## src/rtl/mux4_arb_pkg.sv

```systemverilog
// mux4_arb_pkg: shared state, channel types and the round-robin pick for mux4_rr_arbiter.
package mux4_arb_pkg;
    localparam int NUM_CH = 4;
    typedef enum logic [1:0] {IDLE, GRANT, GAP} state_e;
    typedef logic [1:0] ch_t;
    // Scans last+4 down to last+1 so the nearest requester after last wins.
    function automatic ch_t rr_pick(input logic [NUM_CH-1:0] req, input ch_t last);
        ch_t w;
        w = last;
        for (int i = NUM_CH; i >= 1; i--)
            if (req[last + ch_t'(i)]) w = last + ch_t'(i);
        return w;
    endfunction
endpackage

```

## src/rtl/mux4_dw.sv

```systemverilog
// mux4_dw: 4:1 DW-bit mux with active-low enable; disabled output is zero.
module mux4_dw #(
    parameter int DW = 2
) (
    input  logic [DW-1:0] a_i,
    input  logic [DW-1:0] b_i,
    input  logic [DW-1:0] c_i,
    input  logic [DW-1:0] d_i,
    input  logic [1:0]    sel_i,
    input  logic          en_n_i,
    output logic [DW-1:0] y_o
);
    assign y_o = en_n_i ? '0 : sel_i[1] ? (sel_i[0] ? d_i : c_i) : (sel_i[0] ? b_i : a_i);
endmodule

```

## src/rtl/mux4_rr_arbiter.sv

```systemverilog
// mux4_rr_arbiter: round-robin arbiter with burst cap driving a shared 4:1 mux.
// Define MUX4_ARB_GAP_EN to insert a one-cycle idle GAP after every grant.
module mux4_rr_arbiter
    import mux4_arb_pkg::*;
#(
    parameter int DW        = 2,
    parameter int BURST_LEN = 4
) (
    input  logic          CLK,
    input  logic          RST,
    input  logic [3:0]    REQ,
    input  logic [DW-1:0] A,
    input  logic [DW-1:0] B,
    input  logic [DW-1:0] C,
    input  logic [DW-1:0] D,
    output logic [3:0]    GNT,
    output logic [1:0]    S,
    output logic          EN,
    output logic [DW-1:0] Y,
    output logic          VALID
);
    localparam int CW = $clog2(BURST_LEN + 1);
    state_e        state_q;
    logic [3:0]    gnt_q;
    ch_t           s_q;
    ch_t           last_q;
    logic          en_q;
    logic [CW-1:0] cnt_q;
    ch_t           win_d;
    logic          exit_d;
    // While granting, the current channel already counts as the last served one.
    assign win_d  = rr_pick(REQ, state_q == GRANT ? s_q : last_q);
    assign exit_d = !REQ[s_q] || cnt_q == CW'(BURST_LEN);
    always_ff @(posedge CLK or posedge RST) begin
        if (RST) begin
            state_q <= IDLE;
            gnt_q   <= '0;
            s_q     <= '0;
            en_q    <= 1'b1;
            last_q  <= 2'd3;
            cnt_q   <= '0;
        end else if (state_q == GRANT && !exit_d) begin
            cnt_q <= cnt_q + 1'b1;
        end else begin
            if (state_q == GRANT) last_q <= s_q;
`ifdef MUX4_ARB_GAP_EN
            if (state_q == GRANT || REQ == 4'b0) begin
                state_q <= state_q == GRANT ? GAP : IDLE;
`else
            if (REQ == 4'b0) begin
                state_q <= IDLE;
`endif
                gnt_q <= '0;
                en_q  <= 1'b1;
                cnt_q <= '0;
            end else begin
                state_q <= GRANT;
                gnt_q   <= 4'b1 << win_d;
                s_q     <= win_d;
                en_q    <= 1'b0;
                cnt_q   <= CW'(1);
            end
        end
    end
    assign GNT   = gnt_q;
    assign S     = s_q;
    assign EN    = en_q;
    assign VALID = ~en_q;
    mux4_dw #(.DW(DW)) u_mux (
        .a_i   (A),
        .b_i   (B),
        .c_i   (C),
        .d_i   (D),
        .sel_i (s_q),
        .en_n_i(en_q),
        .y_o   (Y)
    );
endmodule

```

## config.mk

```make
export PLATFORM = sky130hd
export DESIGN_NAME = mux4_rr_arbiter
export DESIGN_NICKNAME = d
export VERILOG_FILES = /design/src/rtl/mux4_arb_pkg.sv /design/src/rtl/mux4_dw.sv /design/src/rtl/mux4_rr_arbiter.sv
export SDC_FILE = /design/constraint.sdc
export NUM_CORES = 1
export LEC_CHECK = 0
export CAP_MARGIN = 0
export CORE_UTILIZATION = 38
export CTS_BUF_LIST = sky130_fd_sc_hd__clkbuf_8
export CTS_CLUSTER_DIAMETER = 120
export DETAILED_ROUTE_END_ITERATION = 7
export GPL_ROUTABILITY_DRIVEN = 0
export PLACE_DENSITY = 0.67
export REMOVE_ABC_BUFFERS = 1
export SLEW_MARGIN = 25
export SYNTH_ARGS = -nofsm -noshare
export SYNTH_HDL_FRONTEND = slang
export SYNTH_SLANG_ARGS = --single-unit
```

## constraint.sdc

```tcl
create_clock -name CLK -period 2 [get_ports CLK]
set_input_delay 0.4 -clock CLK [delete_from_list [all_inputs] [get_ports CLK]]
set_output_delay 0.4 -clock CLK [all_outputs]
set_load 0.01 [all_outputs]
```

==> qor.yml <==
status: "finished, final reports clean"
dr.pass1.iters: 3
synth-async-reset-ratio_pct: 100
antenna_found_initial: 0
antenna_left: 0
skew_ns: 0.00198
num_io_pins: 24
ir_drop_v: 0.000825
clock.fmax_mhz: 506
dieHeight_um: 46.9
dr_wl_met2_um: 760
area_growth_pct: 46.7
p_per_area_nw_per_um2: 1370
drt-initial-drc-count: 7
grt_pass1_wl_mm: 2.77
final_hold_viol_count: 0
dp_slack_ns: -0.338
ys_seq_area_share_pct: 42.9
critical_path_class: "input pin to output pin"
fin_total_pwr_mw: 1.54
fin_crit_sh_pct: 98.9
die-width_um: 46.9
grtUsageTotal_pct: 18.8
fin_util_pct: 62.4
slew_headroom_pct: 67.8
post_cts_buffers: 0
finalSetupViolCount: 0
holdWs_ns: 0.461
rr_startpoint: "S[0]"
drc: 0
grt_overflow: 0
synth_edf_count: 0
ys_ff_latch: 13
route.vias.total: 640
die_area_um2: 2200
diodes: 0
ys.flop_type: "dfrtp_1"
arrival_ns: 1.58
dp_cells: 124
syn_avg_cell_area_um2: 11.4
clock_latency_ns: 0.24
clockBufferDepth: 2
syn_inst: 67
worst_pin_slew_ns: 0.478
fin_cells: 128
cp_max_fo: 1
wl_met3_um: 135
ctsRootBufferMaster: "clkbuf_8"
layout_common_cells: "21 x clkdlybuf4s50_1, 11 x buf_4, 10 x dfrtp_1"
crit_start: "C[0]"
finalSetupTns_ns: 0
syn_area_um2: 767
vias_per_cell: 5.00
wl_met1_um: 769
highest_layer: "met4"
portBuffers: 23
drive_gt1_share_pct: 29.1
h-tree-depth: 1
power.leakage_nw: 0.508
slew_violations: 0
wl_per_cell_um: 13.2
grt_pass1_vias: 649
start_util_pct: 42.6
start_kind: "input pin"
clock-sinks: 13
core-area_um2: 1800
grt_max_degree: 14
layout_commonest_cell: "clkdlybuf4s50_1"
ys_types: 24
rows: 15
dp_hpwl_mm: 1.29
yosys_warnings: 0
clk_pin_slew_ns: 0.05
drv_cap: 0
cts-buffers-inserted: 3
cts_tree: "done"
worstPathRequired_ns: 1.60
postPlaceCellArea_um2: 1090
nets: 120
end_kind: "output pin"
rsz0062_at_grt: "yes"
period_needed_ns: 1.98
hold_path.startpoint: "EN"
setup_ws_ns: 0.0226
drt_wl_total_mm: 1.69
postLayoutCellArea_um2: 1120
hold_path.class: "flip-flop to flip-flop"
[flip-flops by register name (all words and copies together) (netlist names)]
name     flops
last_q       2
state_q      1
EN           1
GNT          4
S            2
cnt_q        3
[cells in the mapped netlist, drive strengths merged, types with 2 or more instances]
cell / number / area (um^2)
mux2i: 2 / 20.0
dfrtp: 10 / 250
buf: 2 / 22.5
nand2: 8 / 30.0
and2: 4 / 25.0
mux2: 7 / 78.8
o41ai: 4 / 35.0
nor2: 4 / 15.0
inv: 7 / 26.3
ha: 2 / 25.0
mux4: 3 / 75.1
a21oi: 2 / 10.0
dfstp: 3 / 78.8
[logic make-up (layout without fill, tap and decap cells)]
kind of cell	Yosys count	in the layout	share of synthesized area, %
simple gates	18	18	10.8
flops	13	13	42.9
compound gates	12	12	12.9
mux	12	12	22.7
buf+inv	9	45	6.36
fa+ha+maj	2	2	3.26
xor+xnor	1	1	1.14
[path summary, 6_finish.rpt]
path | end | slack (ns) | cells after the start
max in group asynchronous | EN | 1.19 | 2
max reg2reg | GNT[2] | 0.08 | 5
min reg2reg | EN | 0.46 | 2
min in group asynchronous | S[0] | 0.47 | 2
max | Y[0] | 0.02 | 4
min | EN | 0.46 | 2
[metal layers]
layer	GRT usage, %	vias to the layer above
met5	0	-
met4	6.86	0
met3	6.54	5
met2	33.1	23
met1	20.9	298
li1	-	314
[worst max-delay path, cell delays in order]
cell and delay [ns]:
clkdlybuf4s50_1 0.40, mux4_1 0.48, and2_1 0.17, buf_2 0.13
[cell type report]
type	count	area, um^2
repair buffers	34	303
inverters	7	26.3
well taps	25	31.3
multi-input cells	45	390
clock buffers	3	41.3
fillers	151	677
clock inverters	1	3.75
flip-flops and latches	13	329
[power by group]
group,switching (mW),internal (mW),total [mW]
Clock,0.0936,0.136,0.229
Combinational,0.353,0.493,0.846
Sequential,0.0827,0.386,0.469
[timing repair]
item                       in CTS  in global routing
resized for setup               8                  3
hold buffers                    0                  0
setup endpoints to repair       2                  2
No activity file was read; power rests on OpenSTA's default activity.
